--- config.mk ---
export PLATFORM = sky130hd
export DESIGN_NAME = mem_copier
export DESIGN_NICKNAME = d
export VERILOG_FILES = /design/src/rtl/mem_pkg.sv /design/src/rtl/mem_copier.sv
export SDC_FILE = /design/constraint.sdc
export NUM_CORES = 1
export LEC_CHECK = 0
export CORE_ASPECT_RATIO = 0.6
export CORE_MARGIN = 1.5
export CORE_UTILIZATION = 35
export CTS_CLUSTER_DIAMETER = 150
export DETAILED_ROUTE_END_ITERATION = 6
export PLACE_DENSITY_LB_ADDON = 0.1
export SYNTH_ARGS = -nofsm -noshare
export SYNTH_HDL_FRONTEND = slang
export SYNTH_SLANG_ARGS = --single-unit
--- constraint.sdc ---
create_clock -name clk -period 1.85 [get_ports clk]
set_input_delay 0.555 -clock clk [delete_from_list [all_inputs] [get_ports clk]]
set_output_delay 0.555 -clock clk [all_outputs]
set_load 0.05 [all_outputs]
--- src/rtl/mem_pkg.sv ---
// Shared types and widths for the memory copy/fill engine.
// The op and state encodings are shared with anything that interprets them.
package mem_pkg;

   localparam int ADDR_W = 8;
   localparam int DATA_W = 8;

   typedef enum logic {
      OP_COPY = 1'b0,
      OP_FILL = 1'b1
   } op_e;

   typedef enum logic [1:0] {
      S_IDLE = 2'd0,
      S_RD   = 2'd1,
      S_WR   = 2'd2,
      S_DONE = 2'd3
   } state_e;

   function automatic logic [ADDR_W-1:0] ptr_inc(
      input logic [ADDR_W-1:0] p,
      input int                depth
   );
      if (int'(p) >= depth - 1) return '0;
      return p + 1'b1;
   endfunction

endpackage

--- src/rtl/mem_copier.sv ---
// Byte-serial COPY/FILL engine driving a single-port data memory.
// COPY alternates RD/WR per byte; FILL streams WR cycles back to back.
module mem_copier
   import mem_pkg::*;
#(
   parameter int MEM_DEPTH = 256
) (
   input  logic              clk,
   input  logic              reset_n,
   input  logic              start,
   input  logic              op,
   input  logic [ADDR_W-1:0] src,
   input  logic [ADDR_W-1:0] dst,
   input  logic [7:0]        len,
   input  logic [DATA_W-1:0] fill_val,
   output logic [ADDR_W-1:0] mem_addr,
   output logic              mem_wr_en,
   output logic [DATA_W-1:0] mem_wdata,
   input  logic [DATA_W-1:0] mem_rdata,
   output logic              busy,
   output logic              done
);

   state_e            state_q;
   op_e               op_q;
   logic [ADDR_W-1:0] src_q, dst_q;
   logic [ADDR_W-1:0] src_d, dst_d;
   logic [7:0]        cnt_q, cnt_d;
   logic [DATA_W-1:0] hold_q, fill_q;

   assign src_d = ptr_inc(src_q, MEM_DEPTH);
   assign dst_d = ptr_inc(dst_q, MEM_DEPTH);
   assign cnt_d = cnt_q - 8'd1;

   always_ff @(posedge clk) begin
      if (!reset_n) begin
         state_q <= S_IDLE;
         op_q    <= OP_COPY;
         src_q   <= '0;
         dst_q   <= '0;
         cnt_q   <= '0;
         hold_q  <= '0;
         fill_q  <= '0;
      end else begin
         unique case (state_q)
            S_IDLE: begin
               if (start) begin
                  op_q   <= op_e'(op);
                  src_q  <= src;
                  dst_q  <= dst;
                  cnt_q  <= len;
                  fill_q <= fill_val;
                  if (len == 8'd0)
                     state_q <= S_DONE;
                  else if (op_e'(op) == OP_FILL)
                     state_q <= S_WR;
                  else
                     state_q <= S_RD;
               end
            end
            S_RD: begin
               hold_q  <= mem_rdata;
               src_q   <= src_d;
               state_q <= S_WR;
            end
            S_WR: begin
               dst_q <= dst_d;
               cnt_q <= cnt_d;
               // FILL simply stays in WR until the count runs out
               if (cnt_d == 8'd0)
                  state_q <= S_DONE;
               else if (op_q == OP_COPY)
                  state_q <= S_RD;
            end
            S_DONE: state_q <= S_IDLE;
         endcase
      end
   end

   assign busy      = (state_q == S_RD) || (state_q == S_WR);
   assign done      = (state_q == S_DONE);
   assign mem_wr_en = (state_q == S_WR);
   assign mem_addr  = (state_q == S_RD) ? src_q : dst_q;
   assign mem_wdata = (op_q == OP_FILL) ? fill_q : hold_q;

endmodule

==> impl_metrics.csv, run 1 <==
group,metric,value,unit
pwr,clkPwrFrac,0.139,
die,start_util,0.3663,
sta,whs,0.4579,ns
placed_design,dp_hpwl,5.860,mm
hold_path,hold_class,"flip-flop to flip-flop",
sta,setup_ws,-0.1875,ns
setup_path,path_class,"flip-flop to output port",
setup_path,crit_start,"state_q[1]",
yosys,synth_top_area_cell,"dfxtp_1",
sta,grt_setup_unrepaired,"yes",
final_layout,drive_above_1_share,0.2675,
sta,fmax,490.8,MHz
final_layout,antenna_cells,0,
yosys,yosys-top-cells-area,"dfxtp_1 (35%), a21oi_1 (6.7%), mux2_2 (6.4%)",
setup_path,critical_path.most_common_cell,"buf_12",
pwr,p_per_area,1596,nW/um^2
setup_path,reg2reg_from,"cnt_q[0]",
pwr,ir_worst_vdd,1.159,mV
die,num_io_pins,63,
final_layout,syn_to_final_growth,59.04,%
sta,drv_slew,0,
yosys,synth_area,2477,um^2
die,core,6763,um^2
sta,worst_slew_pin_slew,0.3962,ns
pwr,seq_power_share,0.237,
setup_path,slowest_delay,0.32,ns
setup_path,cp_data_arrival_time,1.48,ns
yosys,synthCells,305,
clock_tree,cts_root_buf,"clkbuf_16",
yosys,ys_seq_area_frac,0.3475,
final_layout,fin_nets,451,
die,rows,23,
outcome,status,"finished, violations left",
sta,hold_viol_final,0,
sta,setup_tns,-1.324,ns
yosys,synth_top_area_share,0.3475,
sta,post-route-period-util,1.101,
outcome,violations,"negative setup slack",
sta,finClkSkew,0.001897,ns
clock_tree,cts_tree,"yes",
yosys,async_flop_share,0,
pwr,swShare,0.4267,
setup_path,path_buf_inv,3,
die,fp.dieW,111.6,um
routing,drt-initial-drc-count,170,
routing,detail-route-antenna-nets,0,
pwr,p_sw,2683,uW
placed_design,place_area,3543,um^2
routing,wl_per_cell,16.29,um
grt,track_usage,0.2072,
clock_tree,clock-sinks,43,
clock_tree,numCtsBuffers,5,
final_layout,stdcell_area,3940,um^2
routing,dr.pass1.iters,5,
grt,antenna_found_initial,0,
yosys,synth_edf_count,0,
die,die_h,68.17,um
setup_path,worstPathRequired,1.29,ns
setup_path,crit_family,"buffers and inverters",
grt,grt_pass1_vias,2307,
die,die_area,7609,um^2
final_layout,layout_commonest_cell,"clkdlybuf4s50_1",
routing,route.detailed.drc,0,
yosys,ys_types,51,
yosys,synthFlopType,"dfxtp_1",
routing,routed_via_density,5.386,
grt,grt_pass1_wl,11.99,mm
setup_path,path_max_fanout,5,
job,maxCapViolCount,0,
placed_design,port_buffers,62,
routing,routed_wl,7.934,mm
yosys,syn_nets,357,
grt,grt_overflow,0,
final_layout,final_cell_mix,"clkdlybuf4s50_1 (43), dfxtp_1 (40), nand2_1 (37), buf_4 (37), a21oi_1 (33)",
clock_tree,clockBufferDepth,2,
sta,fin_crit,2.037,ns
setup_path,crit_chain,"inv_2 -> ha_4 -> buf_12 -> mux2_4 -> buf_12",
setup_path,setup.worst_path.end_class,"output port",
pwr,p_leak,0.001526,uW
clock_tree,clk_pin_slew,0.06,ns
clock_tree,htreeDepth,2,
placed_design,place_congestion,0.8707,
yosys,ys_ff_latch,43,
clock_tree,insertion_delay,0.29,ns
final_layout,fill_cells,616,
sta,finalSetupViolCount,8,
yosys,ys_warn_count,0,
setup_path,startpoint_type,"flip-flop",
sta,relSlewSlack,0.7324,
setup_path,cp_slowest_cell,"dfxtp_2",
routing,via_count,2623,
grt,grt_max_degree,20,
pwr,combPwrFrac,0.624,
yosys,avgSynthCellArea,8.123,um^2
pwr,p_int,3605,uW
hold_path,min-delay-start,"fill_q[3]",
Yosys cell counts (2+ instances only):
master,number
nand2b_1,4
a31oi_1,2
a41oi_1,2
nand3_1,7
mux2i_1,12
a311oi_1,2
o2bb2ai_1,4
o31ai_1,2
o21ai_0,20
or4_1,2
a211oi_1,8
dfxtp_1,43
inv_2,2
buf_2,5
o21ai_1,2
o22ai_1,3
a221oi_1,3
nand2_1,39
ha_1,8
nor3_1,6
clkbuf_1,12
nor2_1,22
buf_1,2
inv_1,8
a21oi_1,33
xnor2_1,2
nand4_1,3
mux2_2,14
o31a_1,2
and4_1,2
and3_1,2
nor2b_1,4
a21o_1,2
o32ai_1,2
nor4_1,3
timing repair:
action                     CTS  global route
cloned                       2             0
resized for setup           31            14
setup buffers                6             1
pin swaps                    2             3
setup endpoints to repair   17            18
hold buffers                 0             0
final timing paths:
kind / end / slack, ns / cells after the start
hold reg to reg: fill_q[3] / 0.46 / 2
setup / recovery: mem_addr[1] / -0.19 / 5
hold / removal: fill_q[3] / 0.46 / 2
setup reg to reg: cnt_q[6] / 0.08 / 6
cell type report:
type / instances / area (um^2) / share of cell area
Tap cell: 87 / 108.9 / 0.02763
Timing Repair Buffer: 107 / 1165 / 0.2957
Clock inverter: 2 / 12.51 / 0.003176
Inverter: 10 / 37.54 / 0.009527
Sequential cell: 43 / 864.6 / 0.2194
Clock buffer: 6 / 128.9 / 0.03271
Multi-Input combinational cell: 232 / 1623 / 0.4119
metrics by stage:
step                utilization  std cells  power [uW]  worst slack (ns)
floorplan                     -        305        3568         -0.005532
global placement         0.5240        471        4944           -0.3240
detailed placement       0.5240        471        4993           -0.3542
CTS                      0.5717        487        6168           -0.1862
global route             0.5826        487        6637           -0.2405
finish                   0.5826        487        6288           -0.1875
sequential cells by signal, indices dropped and copies added, names as in the netlist:
signal	count
cnt_q	8
dst_q	8
fill_q	8
hold_q	8
op_q	1
src_q	8
state_q	2
power by group through the flow:
stage                     sequential [uW]  clock (uW)  combinational [uW]
final                                1490         872                3920
after floorplan                      1390           0                2170
after CTS                            1480         886                3800
after global routing                 1530         919                4190
after detailed placement             1480           0                3510
after global placement               1470           0                3470
worst min-delay path, stage by stage, from the launching register on:
cell and delay (ns):
dfxtp_1 0.31, nand2_1 0.05, a21oi_1 0.05
per-layer routing:
| metal | global-route usage | wire length (um) |
|---|---|---|
| met3 | 0.04783 | 610 |
| met4 | 0.05063 | 67 |
| met2 | 0.2914 | 3281 |
| met1 | 0.3144 | 3975 |
| met5 | 0 | 0 |
cells by family (layout without fill, tap and decap cells):
kind of cell             count (synthesis)  count (layout)  share of synthesized area
multiplexers                            27              27                     0.1177
buffers and inverters                   30             125                    0.04950
AND/OR/NAND/NOR                        100             100                     0.1949
adder cells (fa/ha/maj)                  8               8                    0.04041
AO/OA/AOI/OAI                           95              95                     0.2429
flip-flops                              43              43                     0.3475
XOR/XNOR                                 2               2                   0.007072
Note: power is estimated with default switching activity, not from simulation.
==> run 2, diff against run 1 <==
--- a/config.mk
+++ b/config.mk
@@ -10,6 +10,7 @@
 export CORE_UTILIZATION = 35
 export CTS_CLUSTER_DIAMETER = 150
 export DETAILED_ROUTE_END_ITERATION = 6
+export GPL_TIMING_DRIVEN = 0
 export PLACE_DENSITY_LB_ADDON = 0.1
 export SYNTH_ARGS = -nofsm -noshare
 export SYNTH_HDL_FRONTEND = slang
==> impl_metrics.csv, run 2 (same netlist as run 1, synthesis figures left out) <==
group,metric,value,unit
final_layout,drive_above_1_share,0.2519,
grt,track_usage,0.2128,
die,num_io_pins,63,
routing,drt-initial-drc-count,154,
pwr,p_per_area,1637,nW/um^2
clock_tree,numCtsBuffers,5,
setup_path,cp_slowest_cell,"dfxtp_2",
sta,worst_slew_pin_slew,0.5827,ns
clock_tree,insertion_delay,0.28,ns
die,start_util,0.3663,
clock_tree,clk_pin_slew,0.06,ns
job,maxCapViolCount,0,
pwr,p_total,6133,uW
placed_design,place_congestion,0.8136,
die,die_h,68.17,um
routing,via_count,2601,
placed_design,dpl_worst_slack,-0.7754,ns
placed_design,port_buffers,61,
routing,routed_wl,8.024,mm
setup_path,slowest_delay,0.38,ns
setup_path,path_max_fanout,5,
grt,antenna_found_initial,0,
sta,finClkSkew,0.003708,ns
routing,dr.pass1.iters,4,
placed_design,dp_hpwl,5.708,mm
sta,relSlewSlack,0.6116,
final_layout,antenna_cells,0,
setup_path,r2r_setup_slack,0,ns
die,die_area,7609,um^2
clock_tree,clock-sinks,43,
final_layout,fin_nets,440,
clock_tree,clockBufferDepth,2,
sta,fmax,487.3,MHz
final_layout,final_cell_mix,"dfxtp_1 (40), nand2_1 (37), clkdlybuf4s50_1 (35)",
setup_path,worstPathRequired,1.29,ns
sta,post-route-period-util,1.109,
die,fp.dieW,111.6,um
sta,drv_slew,0,
setup_path,cp_data_arrival_time,1.50,ns
setup_path,crit_chain,"ha_4 -> clkbuf_16 -> mux2_4 -> buf_8",
routing,detail-route-antenna-nets,0,
sta,grt_setup_unrepaired,"yes",
grt,grt_pass1_vias,2417,
sta,setup_ws,-0.2020,ns
clock_tree,cts_tree,"yes",
die,rows,23,
clock_tree,htreeDepth,2,
pwr,p_leak,0.001474,uW
outcome,violations,"negative setup slack",
grt,grt_pass1_wl,12.67,mm
hold_path,hold_class,"flip-flop to flip-flop",
setup_path,startpoint_type,"flip-flop",
routing,routed_via_density,5.464,
outcome,status,"finished, violations left",
final_layout,layout_commonest_cell,"dfxtp_1",
final_layout,final_core_util,0.5541,
clock_tree,cts_root_buf,"clkbuf_16",
die,core,6763,um^2
routing,route.detailed.drc,0,
final_layout,syn_to_final_growth,51.26,%
sta,setup_tns,-1.428,ns
setup_path,path_class,"flip-flop to output port",
grt,grt_max_degree,15,
routing,wl_per_cell,16.86,um
setup_path,setup.worst_path.end_class,"output port",
sta,hold_viol_final,0,
pwr,ir_worst_vdd,1.062,mV
sta,fin_crit,2.052,ns
grt,grt_overflow,0,
sta,finalSetupViolCount,9,
final_layout,fill_cells,654,
[run 2: changes by cell type in the layout (fill, tap and decap cells not counted), sizes merged]
cell	change
buf	-22
clkbuf	+10
clkdlybuf4s50	-8
dlymetal6s2s	+4
dlygate4sd2	+3
bufinv	+1
clkdlybuf4s15	+1
clkinv	+1
clkinvlp	-1
[run 2: final cells by class]
type,instances,area (um^2),share of cell area
clock buffers,5,125.1,0.03339
clock inverters,3,43.79,0.01169
inverters,10,40.04,0.01068
well taps,87,108.9,0.02905
multi-input cells,232,1650,0.4404
plain buffers,17,117.6,0.03139
repair buffers,79,794.5,0.2120
flip-flops and latches,43,867.1,0.2314
[run 2: path summary, 6_finish.rpt]
check	start	to	depth (start not counted)
worst max-delay path	state_q[0]	mem_addr[6]	4
worst min-delay path	fill_q[0]	fill_q[0]	2
worst max register to register	state_q[0]	src_q[3]	6
worst min register to register	fill_q[0]	fill_q[0]	2
[run 2: layer usage]
layer	part of all wire	track usage	vias to the layer above
met3	0.054	0.04606	8
li1	-	-	1284
met2	0.41	0.3075	74
met1	0.53	0.3176	1235
met5	0	0	-
met4	0.0086	0.05538	0
[run 2: worst max-delay path, delay by kind of cell (launching register included)]
family                     cells  cell delay [ns]
adders and majority gates      1             0.20
buffers and inverters          2             0.32
DFF                            1             0.38
muxes                          1             0.31
[run 2: metrics by stage]
step	hold WS [ns]	cells	area [um^2]
5_1_grt	0.4861	476	3747
4_1_cts	0.4576	474	3627
3_5_place_dp	0.4468	453	3239
2_1_floorplan	0.4329	305	2520
6_report	0.4568	476	3747
3_3_place_gp	0.4420	453	3239
[run 2: power by group]
group	leakage [uW]	internal [uW]	switching [uW]
Sequential	0.000354	1200	295
Combinational	0.00104	1580	2050
Clock	0.0000838	637	373
Total	0.00147	3410	2720
[run 2: what timing repair did]
action	in CTS	in global routing
setup endpoints to repair	39	32
setup buffers	13	5
hold buffers	0	0
endpoints found under the hold margin	0	0
pin swaps	5	6
cloned	1	0
gates resized for setup	153	34
